## src/rtl/fill_sequencer.sv

```systemverilog
// fill_sequencer: run-time controller for the bottling line.
// Drives the dispenser through a four-phase req/ack handshake, counts pills
// into the current bottle, pulses the conveyor to index to the next bottle
// and stops once the latched bottle target is reached. A dispenser that
// never acknowledges is reported as a jam and can be retried with in_start.
module fill_sequencer #(
    parameter int CNT_W      = 6,
    parameter int TIMEOUT    = 15,
    parameter int ADV_CYCLES = 3
) (
    input  logic             in_clk,
    input  logic             in_reset,
    input  logic             in_start,
    input  logic             in_suspend,
    input  logic [CNT_W-1:0] in_target_bottle_num,
    input  logic [CNT_W-1:0] in_target_pill_num,
    input  logic             in_disp_ack,
    output logic             out_disp_req,
    output logic             out_conveyor_en,
    output logic [CNT_W-1:0] out_bottle_num,
    output logic [CNT_W-1:0] out_pill_num,
    output logic             out_next_bottle,
    output logic             out_finish,
    output logic             out_jam,
    output logic             out_cfg_err,
    output logic [2:0]       out_state
);

    localparam int TMO_W = $clog2(TIMEOUT + 1);
    localparam int ADV_W = $clog2(ADV_CYCLES + 1);

    // Last count value before the threshold: the cycle in which the timeout
    // counter holds this value and req is still unanswered is the final one.
    localparam logic [TMO_W-1:0] TMO_LAST = TMO_W'(TIMEOUT - 1);
    localparam logic [ADV_W-1:0] ADV_LAST = ADV_W'(ADV_CYCLES - 1);
    localparam logic [CNT_W-1:0] CNT_ONE  = CNT_W'(1);

    typedef enum logic [2:0] {
        S_IDLE     = 3'd0,
        S_DISPENSE = 3'd1,
        S_RELEASE  = 3'd2,
        S_ADVANCE  = 3'd3,
        S_DONE     = 3'd4,
        S_JAM      = 3'd5
    } state_t;

    state_t           r_state;
    logic [CNT_W-1:0] r_tgt_bottle;
    logic [CNT_W-1:0] r_tgt_pill;
    logic [CNT_W-1:0] r_bottle_num;
    logic [CNT_W-1:0] r_pill_num;
    logic [TMO_W-1:0] r_tmo;
    logic [ADV_W-1:0] r_adv;
    logic             r_next_bottle;
    logic             r_cfg_err;

    logic             w_req;
    logic             w_conv;
    logic             w_tgt_zero;
    logic [CNT_W-1:0] w_bottle_inc;

    // Request and conveyor drop combinationally with suspend so the
    // dispenser and motor stop in the same cycle suspend is raised.
    always_comb begin
        w_req        = (r_state == S_DISPENSE) && !in_suspend;
        w_conv       = (r_state == S_ADVANCE) && !in_suspend;
        w_tgt_zero   = (in_target_bottle_num == '0) || (in_target_pill_num == '0);
        w_bottle_inc = r_bottle_num + CNT_ONE;
    end

    // Sequencer state, counters and registered status pulses.
    always_ff @(posedge in_clk or posedge in_reset) begin
        if (in_reset) begin
            r_state       <= S_IDLE;
            r_tgt_bottle  <= '0;
            r_tgt_pill    <= '0;
            r_bottle_num  <= '0;
            r_pill_num    <= '0;
            r_tmo         <= '0;
            r_adv         <= '0;
            r_next_bottle <= 1'b0;
            r_cfg_err     <= 1'b0;
        end else begin
            r_next_bottle <= 1'b0;
            r_cfg_err     <= 1'b0;
            case (r_state)
                S_IDLE, S_DONE: begin
                    if (in_start) begin
                        if (w_tgt_zero) begin
                            r_cfg_err <= 1'b1;
                        end else begin
                            r_tgt_bottle <= in_target_bottle_num;
                            r_tgt_pill   <= in_target_pill_num;
                            r_bottle_num <= '0;
                            r_pill_num   <= '0;
                            r_tmo        <= '0;
                            r_state      <= S_DISPENSE;
                        end
                    end
                end
                S_DISPENSE: begin
                    // An ack only counts while req is actually presented;
                    // an ack on the threshold cycle beats the jam.
                    if (w_req) begin
                        if (in_disp_ack) begin
                            r_pill_num <= r_pill_num + CNT_ONE;
                            r_state    <= S_RELEASE;
                        end else if (r_tmo == TMO_LAST) begin
                            r_tmo   <= r_tmo + 1'b1;
                            r_state <= S_JAM;
                        end else begin
                            r_tmo <= r_tmo + 1'b1;
                        end
                    end
                end
                S_RELEASE: begin
                    if (!in_disp_ack) begin
                        if (r_pill_num == r_tgt_pill) begin
                            r_adv   <= '0;
                            r_state <= S_ADVANCE;
                        end else begin
                            r_tmo   <= '0;
                            r_state <= S_DISPENSE;
                        end
                    end
                end
                S_ADVANCE: begin
                    if (!in_suspend) begin
                        if (r_adv == ADV_LAST) begin
                            r_bottle_num  <= w_bottle_inc;
                            r_pill_num    <= '0;
                            r_next_bottle <= 1'b1;
                            r_tmo         <= '0;
                            r_state       <= (w_bottle_inc == r_tgt_bottle) ? S_DONE : S_DISPENSE;
                        end else begin
                            r_adv <= r_adv + 1'b1;
                        end
                    end
                end
                S_JAM: begin
                    // Retry keeps the pill count: the unanswered request
                    // never delivered a pill.
                    if (in_start) begin
                        r_tmo   <= '0;
                        r_state <= S_DISPENSE;
                    end
                end
                default: r_state <= S_IDLE;
            endcase
        end
    end

    assign out_disp_req    = w_req;
    assign out_conveyor_en = w_conv;
    assign out_bottle_num  = r_bottle_num;
    assign out_pill_num    = r_pill_num;
    assign out_next_bottle = r_next_bottle;
    assign out_finish      = (r_state == S_DONE);
    assign out_jam         = (r_state == S_JAM);
    assign out_cfg_err     = r_cfg_err;
    assign out_state       = r_state;

endmodule

```

## config.mk

```make
export PLATFORM = sky130hd
export DESIGN_NAME = fill_sequencer
export DESIGN_NICKNAME = d
export VERILOG_FILES = /design/src/rtl/fill_sequencer.sv
export SDC_FILE = /design/constraint.sdc
export NUM_CORES = 1
export LEC_CHECK = 0
export BUFFER_PORTS_ARGS = -buffer_cell sky130_fd_sc_hd__buf_2
export CAP_MARGIN = 20
export CORE_MARGIN = 2
export CORE_UTILIZATION = 50
export DETAILED_ROUTE_END_ITERATION = 12
export PLACE_DENSITY = 0.84
export SETUP_SLACK_MARGIN = 0.05
export SLEW_MARGIN = 25
export SYNTH_ARGS = -nofsm -noshare
export SYNTH_HDL_FRONTEND = slang
export SYNTH_SLANG_ARGS = --single-unit
```

## constraint.sdc

```tcl
create_clock -name in_clk -period 4.2 [get_ports in_clk]
set_clock_uncertainty 0.05 [all_clocks]
set_input_delay 0.21 -clock in_clk [delete_from_list [all_inputs] [get_ports in_clk]]
set_output_delay 0.21 -clock in_clk [all_outputs]
set_load 0.05 [all_outputs]
```

==> flow_metrics.tcl, run 1 <==
set metrics [dict create \
    status "completed" \
    seq_area_frac_synth 0.4230 \
    min_period_over_period 0.5926 \
    gp_congestion 0.8172 \
    grt.total_usage 0.1997 \
    gr-total-overflow 0 \
    yosys-top-cells-area "dfrtp_1, mux2_2, ha_1" \
    areaGrowthSynthToFinish_pct 17.10 \
    rr_worst_depth 5 \
    drtAntennaViolNets 0 \
    clkPwrFrac 0.216 \
    ys_ff_latch 35 \
    hold_path_startpoint "in_target_bottle_num[5]" \
    vias 1674 \
    synth_top_family_by_area "simple AND/OR/NAND/NOR gates" \
    syn_inst 202 \
    layout_common_cells "buf_2, dfrtp_1, nor2_1" \
    drc_errors 0 \
    synth_edf_count 0 \
    synth_compound_area_frac 0.1541 \
    pwr-share-seq 0.338 \
    cts_tree "built" \
    cap_violations 0 \
    p_int_w 0.0009847 \
    synth_top_cell_area_share 0.4230 \
    rows 23 \
    grt_pass1_wl_mm 6.975 \
    fp.dieW_um 68.36 \
    cp.arrival_ns 2.62 \
    fin_crit_ns 2.489 \
    dpl.hpwl_mm 3.149 \
    drv_slew 0 \
    fmax_mhz 401.8 \
    whs_path_depth 2 \
    cp.required_ns 4.33 \
    start_util 0.5177 \
    core_area_sq_um 4000 \
    clk_latency_ns 0.29 \
    yosysTopAreaCell "dfrtp_1" \
    synth_cell_types 57 \
    die_area_sq_um 4672 \
    hp-class "primary input to flop" \
    grt_max_degree 36 \
    ios 38 \
    synthesis.area_sq_um 2071 \
    cts_buffer_depth 2 \
    r2r_start "out_state[1]" \
    path_max_fanout 20 \
    leakagePower_nw 1.132 \
    synthSimpleGateAreaFrac 0.2230 \
    synth_xor_area_frac 0.05498 \
    syn-num-nets 224 \
    cts_made_buffers 5 \
    hold_viol 0 \
    fin_cells 290 \
    clock-root-buffer "clkbuf_8" \
    muxShareOfSynthArea 0.08278 \
    finalSetupTns_ns 0 \
    wl_per_cell_um 14.76 \
    clk_pin_slew_ns 0.07 \
    viasPerCell 5.772 \
    firstDrtPassIters 4 \
    tightest_slew_ns 0.8694 \
    worstSetupPathType "flop to flop" \
    switching_share 0.4183 \
    vdd_drop_max_mv 0.3993 \
    cts_setup_buffers 0 \
    register_area_sq_um 875.8 \
    async_flop_share 1.000 \
    ys.flop_type "dfrtp_1" \
    cts_max_level 2 \
    r2r_slack_ns 1.71 \
    fillers 336 \
    finalSetupViolations 0 \
    final_common_cell "buf_2" \
    antenna_found_initial 0 \
    grt_pass1_vias 1540 \
    rr_endpoint "r_tmo[1]" \
    power_density_nw_per_um2 698.1 \
    synth_fa_ha_area_frac 0.03021 \
    multi_input_area_sq_um 1129 \
    rsz0062_at_grt "false" \
    first_iter_violations 76 \
    nets 261 \
    die_h_um 68.36 \
    comb_power_share 0.447 \
    wl_mm 4.279 \
    end_kind "flop" \
    ys_warn_count 0 \
    dpl.cell_count 281 \
    portBuffers 37 \
    syn-mean-instance-area_sq_um 10.25 \
    clock_sinks 35 \
    layout-drive-gt1-share 0.2792 \
    startpoint_type "flop" \
    p_switching_w 0.0007081 \
    num_antenna_cells 0 \
    slew_headroom 0.4151 \
    min_to "r_tgt_bottle[5]" \
]
## layout make-up
type	count	area share
Clock inverter	3	0.02786
Tap cell	50	0.02580
Sequential cell	35	0.3612
Inverter	5	0.007740
Timing Repair Buffer	39	0.08359
Clock buffer	5	0.02838
Multi-Input combinational cell	153	0.4654
## registers in the layout, summed over array words and instances, names as in the netlist
signal / flops
r_tgt_pill: 6
r_tmo: 4
out_cfg_err: 1
out_next_bottle: 1
out_bottle_num: 6
out_pill_num: 6
r_adv: 2
r_tgt_bottle: 6
out_state: 3
## per-layer routing
metal / vias to the layer above / track usage / part of all wire
met1: 808 / 0.2647 / 0.47
met3: 6 / 0.04934 / 0.053
met4: 0 / 0.06250 / 0.012
met2: 46 / 0.3216 / 0.47
li1: 814 / - / -
met5: - / 0 / 0
## per-stage QoR
step                      hold WS [ns]  setup WS, ns  cell area [sq um]  total power [W]  utilization
after CTS                      0.08403         1.738               2425         0.001703       0.6062
after global routing            0.1019         1.612               2425         0.001799       0.6062
final                          0.09067         1.711               2425         0.001693       0.6062
after global placement          0.2758         1.810               2278         0.001313       0.5696
after floorplan                 0.2917         1.872               2071         0.001190            -
after detailed placement        0.2810         1.835               2278         0.001336       0.5696
## cells in the mapped netlist (2+ instances only)
master and n:
clkbuf_1 3, mux2_1 4, nor3b_1 3, o2bb2ai_1 2, ha_1 5, nand3_1 9
nor4_1 6, buf_2 5, o21bai_1 2, nor2b_1 2, or2_1 2, nand3b_1 2
o21ai_1 10, a211o_1 3, o21ai_0 2, xnor2_1 7, nand2_1 9, or4_1 2
a21oi_1 3, inv_1 5, o21ai_2 2, xor2_1 6, and3_1 5, and2_1 2
a22o_1 3, nor2_1 16, mux2_2 9, dfrtp_1 35, nand2b_1 6, nor3_1 5
## power by group through the flow
stage               logic (W)  registers (W)  clock network [W]
detailed placement   0.000758       0.000578                  0
floorplan            0.000565       0.000625                  0
global route         0.000825       0.000592           0.000382
finish               0.000756       0.000572           0.000365
global placement     0.000739       0.000574                  0
CTS                  0.000761       0.000571           0.000371
## kinds of logic (layout without fill, tap and decap cells)
logic type	count (synthesis)	in the layout
simple gates	79	79
compound gates	41	41
flops	35	35
mux	15	15
buf+inv	14	52
xor+xnor	13	13
fa+ha+maj	5	5
## worst max path at each step
stage / from / cells after the start / to
detailed placement: out_state[1] / 5 / r_tmo[1]
CTS: out_state[1] / 5 / r_tmo[1]
global route: out_state[1] / 5 / r_tmo[1]
finish: out_state[1] / 5 / r_tmo[1]
floorplan: out_state[0] / 5 / out_disp_req
global placement: out_state[1] / 5 / r_tmo[1]
## critical path, cell delays in order, from the launching register on
cell and delay, ns:
dfrtp_1 0.66, nor3b_1 0.30, nand4_1 0.13, nor4_1 0.67, or3_4 0.27, mux2_4 0.29
## what timing repair did
action | 4_1_cts | 5_1_grt
hold buffers | 1 | 0
gates resized for setup | 0 | 0
endpoints found under the setup margin | 0 | 0
endpoints found under the hold margin | 35 | 0
Note: power is estimated with default switching activity, not from simulation.
==> inputs of run 2 (changes only) <==
--- a/config.mk
+++ b/config.mk
@@ -5,12 +5,13 @@
 export SDC_FILE = /design/constraint.sdc
 export NUM_CORES = 1
 export LEC_CHECK = 0
+export ABC_AREA = 1
 export BUFFER_PORTS_ARGS = -buffer_cell sky130_fd_sc_hd__buf_2
 export CAP_MARGIN = 20
 export CORE_MARGIN = 2
 export CORE_UTILIZATION = 50
 export DETAILED_ROUTE_END_ITERATION = 12
-export PLACE_DENSITY = 0.84
+export PLACE_DENSITY = 0.86
 export SETUP_SLACK_MARGIN = 0.05
 export SLEW_MARGIN = 25
 export SYNTH_ARGS = -nofsm -noshare
==> constraint.sdc (replaced) <==
create_clock -name in_clk -period 2 [get_ports in_clk]
set_clock_uncertainty 0.05 [all_clocks]
set_input_delay 0.1 -clock in_clk [delete_from_list [all_inputs] [get_ports in_clk]]
set_output_delay 0.1 -clock in_clk [all_outputs]
set_load 0.05 [all_outputs]
==> run 2 against run 1 <==
Net effect: setup slack got worse by 1.4 ns; critical path depth stayed put; via count is 18% higher; global-route usage is 1.1 points higher; die area grew 4.6%; first-iteration DRC count rose by 80%; non-clock buffer count is 2 higher; register-to-register slack got worse by 1.4 ns; sequential cell count is the same; critical path type unchanged; hold slack got worse by 0.082 ns; largest power group unchanged.
==> flow_metrics.tcl, run 2 <==
set metrics [dict create \
    status "completed" \
    synthesis.area_sq_um 2172 \
    dpl_cell_area_sq_um 2419 \
    met1Wirelength_mm 2.018 \
    die_h_um 69.91 \
    synth_cell_types 30 \
    core_area_sq_um 4086 \
    comb_power_share 0.542 \
    cap_violations 0 \
    ys.flop_type "dfrtp_1" \
    synth_edf_count 0 \
    viasPerCell 5.156 \
    cp.required_ns 2.13 \
    met3WireLength_um 239 \
    cts_setup_buffers 0 \
    yosys-top-cells-area "dfrtp_1, nand2_1, inv_1" \
    synth_top_cell_area_share 0.4032 \
    ios 38 \
    min_period_over_period 0.8659 \
    start_util 0.5315 \
    fillers 380 \
    synthMostInstantiatedCell "nand2_1" \
    top_layer_used "met4" \
    finalSetupTns_ns 0 \
    switching_share 0.4999 \
    synthTopCellsByCount "nand2_1, inv_1, dfrtp_1" \
    grt.total_usage 0.2103 \
    cts_max_level 2 \
    layout-drive-gt1-share 0.2096 \
    cts_made_buffers 5 \
    vias 1980 \
    p_switching_w 0.001761 \
    path_max_fanout 19 \
    slew_headroom 0.6840 \
    yosysTopAreaCell "dfrtp_1" \
    fmax_mhz 577.4 \
    firstDrtPassIters 4 \
    seq_area_frac_synth 0.4032 \
    antenna_found_initial 0 \
    p_int_w 0.001762 \
    finalInstanceArea_sq_um 2525 \
    gr-total-overflow 0 \
    gp_congestion 0.8914 \
    end_kind "flop" \
    vdd_drop_max_mv 0.7471 \
    ys_warn_count 0 \
    clock_sinks 35 \
    num_antenna_cells 0 \
    cts_buffer_depth 2 \
    first_iter_violations 137 \
    power_density_nw_per_um2 1395 \
    drc_errors 0 \
    clkPwrFrac 0.135 \
    tightest_slew_ns 0.4715 \
    whs_ns 0.008224 \
    areaGrowthSynthToFinish_pct 16.24 \
    hp-class "primary input to flop" \
    clock-root-buffer "clkbuf_8" \
    fp.dieW_um 69.91 \
    rsz0062_at_grt "false" \
    pwr-share-seq 0.322 \
    fin_crit_ns 1.732 \
    grt_max_degree 36 \
    clk_pin_slew_ns 0.07 \
    async_flop_share 1.000 \
    clk_latency_ns 0.29 \
    grt_pass1_wl_mm 8.190 \
    leakagePower_nw 1.406 \
    final_common_cell "nand2_1" \
    cp.arrival_ns 1.86 \
    portBuffers 37 \
    drtAntennaViolNets 0 \
    cts_tree "built" \
    syn-mean-instance-area_sq_um 7.490 \
    ys_ff_latch 35 \
    hold_viol 0 \
    critPathSlowestCell "dfrtp_1" \
    drv_slew 0 \
    worst_path_most_repeated_cell "nor2_1" \
    startpoint_type "flop" \
    wl_met2_mm 2.295 \
    layout_common_cells "nand2_1, inv_1, buf_2" \
    crit_path_cell_trace "nor2_1, inv_1, nor2_1, nand2_2, mux2_2" \
    rows 23 \
    crit_path_max_incr_delay_ns 0.49 \
    wl_mm 4.655 \
    worstSetupPathType "flop to flop" \
    syn_inst 290 \
    finalSetupViolations 0 \
    grt_pass1_vias 1834 \
    nets 357 \
    dpl.hpwl_mm 3.569 \
    syn-num-nets 312 \
    wl_per_cell_um 12.12 \
    die_area_sq_um 4887 \
]
run 2: per-stage QoR:
stage | total power [W] | setup slack, ns | std cells | util
2_1_floorplan | 0.002643 | 0.1099 | 290 | -
3_3_place_gp | 0.002990 | 0.2872 | 375 | 0.5919
3_5_place_dp | 0.003040 | 0.2941 | 375 | 0.5919
4_1_cts | 0.003531 | 0.2736 | 384 | 0.6179
5_1_grt | 0.003821 | 0.09794 | 384 | 0.6179
6_report | 0.003523 | 0.2681 | 384 | 0.6179
run 2: logic make-up after synthesis:
kind of cell / Yosys count / share of synthesized area
AND/OR/NAND/NOR: 166 / 0.3612
multiplexers: 5 / 0.02592
XOR/XNOR: 11 / 0.04436
buffers and inverters: 44 / 0.07718
AO/OA/AOI/OAI: 24 / 0.05933
flip-flops: 35 / 0.4032
adder cells (fa/ha/maj): 5 / 0.02880
run 2: path summary, 6_finish.rpt:
| check | slack [ns] | endpoint | cells past startpoint | start |
|---|---|---|---|---|
| min in group asynchronous | 0.39 | r_tgt_pill[3] | 4 | in_reset |
| worst min register to register | 0.46 | r_tgt_pill[5] | 2 | r_tgt_pill[5] |
| worst max register to register | 0.27 | r_tgt_pill[3] | 5 | out_state[1] |
| max in group asynchronous | 1.18 | r_adv[1] | 4 | in_reset |
| worst max-delay path | 0.27 | r_tgt_pill[3] | 5 | out_state[1] |
| worst min-delay path | 0.008 | r_tgt_pill[2] | 2 | in_target_pill_num[2] |
run 2: power by group through the flow:
stage	Combinational, W	Clock [W]	Sequential, W
global route	0.00212	0.000520	0.00118
finish	0.00191	0.000477	0.00114
floorplan	0.00136	0	0.00129
detailed placement	0.00189	0	0.00115
CTS	0.00191	0.000489	0.00113
global placement	0.00185	0	0.00114
run 2: layout make-up:
type | count | area [sq um] | share of cell area
Clock inverter | 1 | 7.507 | 0.002973
Multi-Input combinational cell | 211 | 1134 | 0.4490
Timing Repair Buffer | 41 | 222.7 | 0.08821
Sequential cell | 35 | 875.8 | 0.3469
Tap cell | 50 | 62.56 | 0.02478
Clock buffer | 5 | 68.82 | 0.02725
Inverter | 41 | 153.9 | 0.06095
run 2: layer usage:
layer	track usage	vias up
met4	0.07692	0
met1	0.2722	911
li1	-	1005
met2	0.3471	54
met3	0.04473	10
met5	0	-
run 2: what timing repair did:
item | in CTS | in global routing
hold endpoints to repair | 37 | 0
hold buffers | 3 | 0
resized for setup | 0 | 0
run 2: worst max-delay path: cells and delay by family, from the launching register on:
family	cells	cell delay (ns)
mux	1	0.34
simple gates	3	0.64
buf+inv	1	0.09
flops	1	0.49
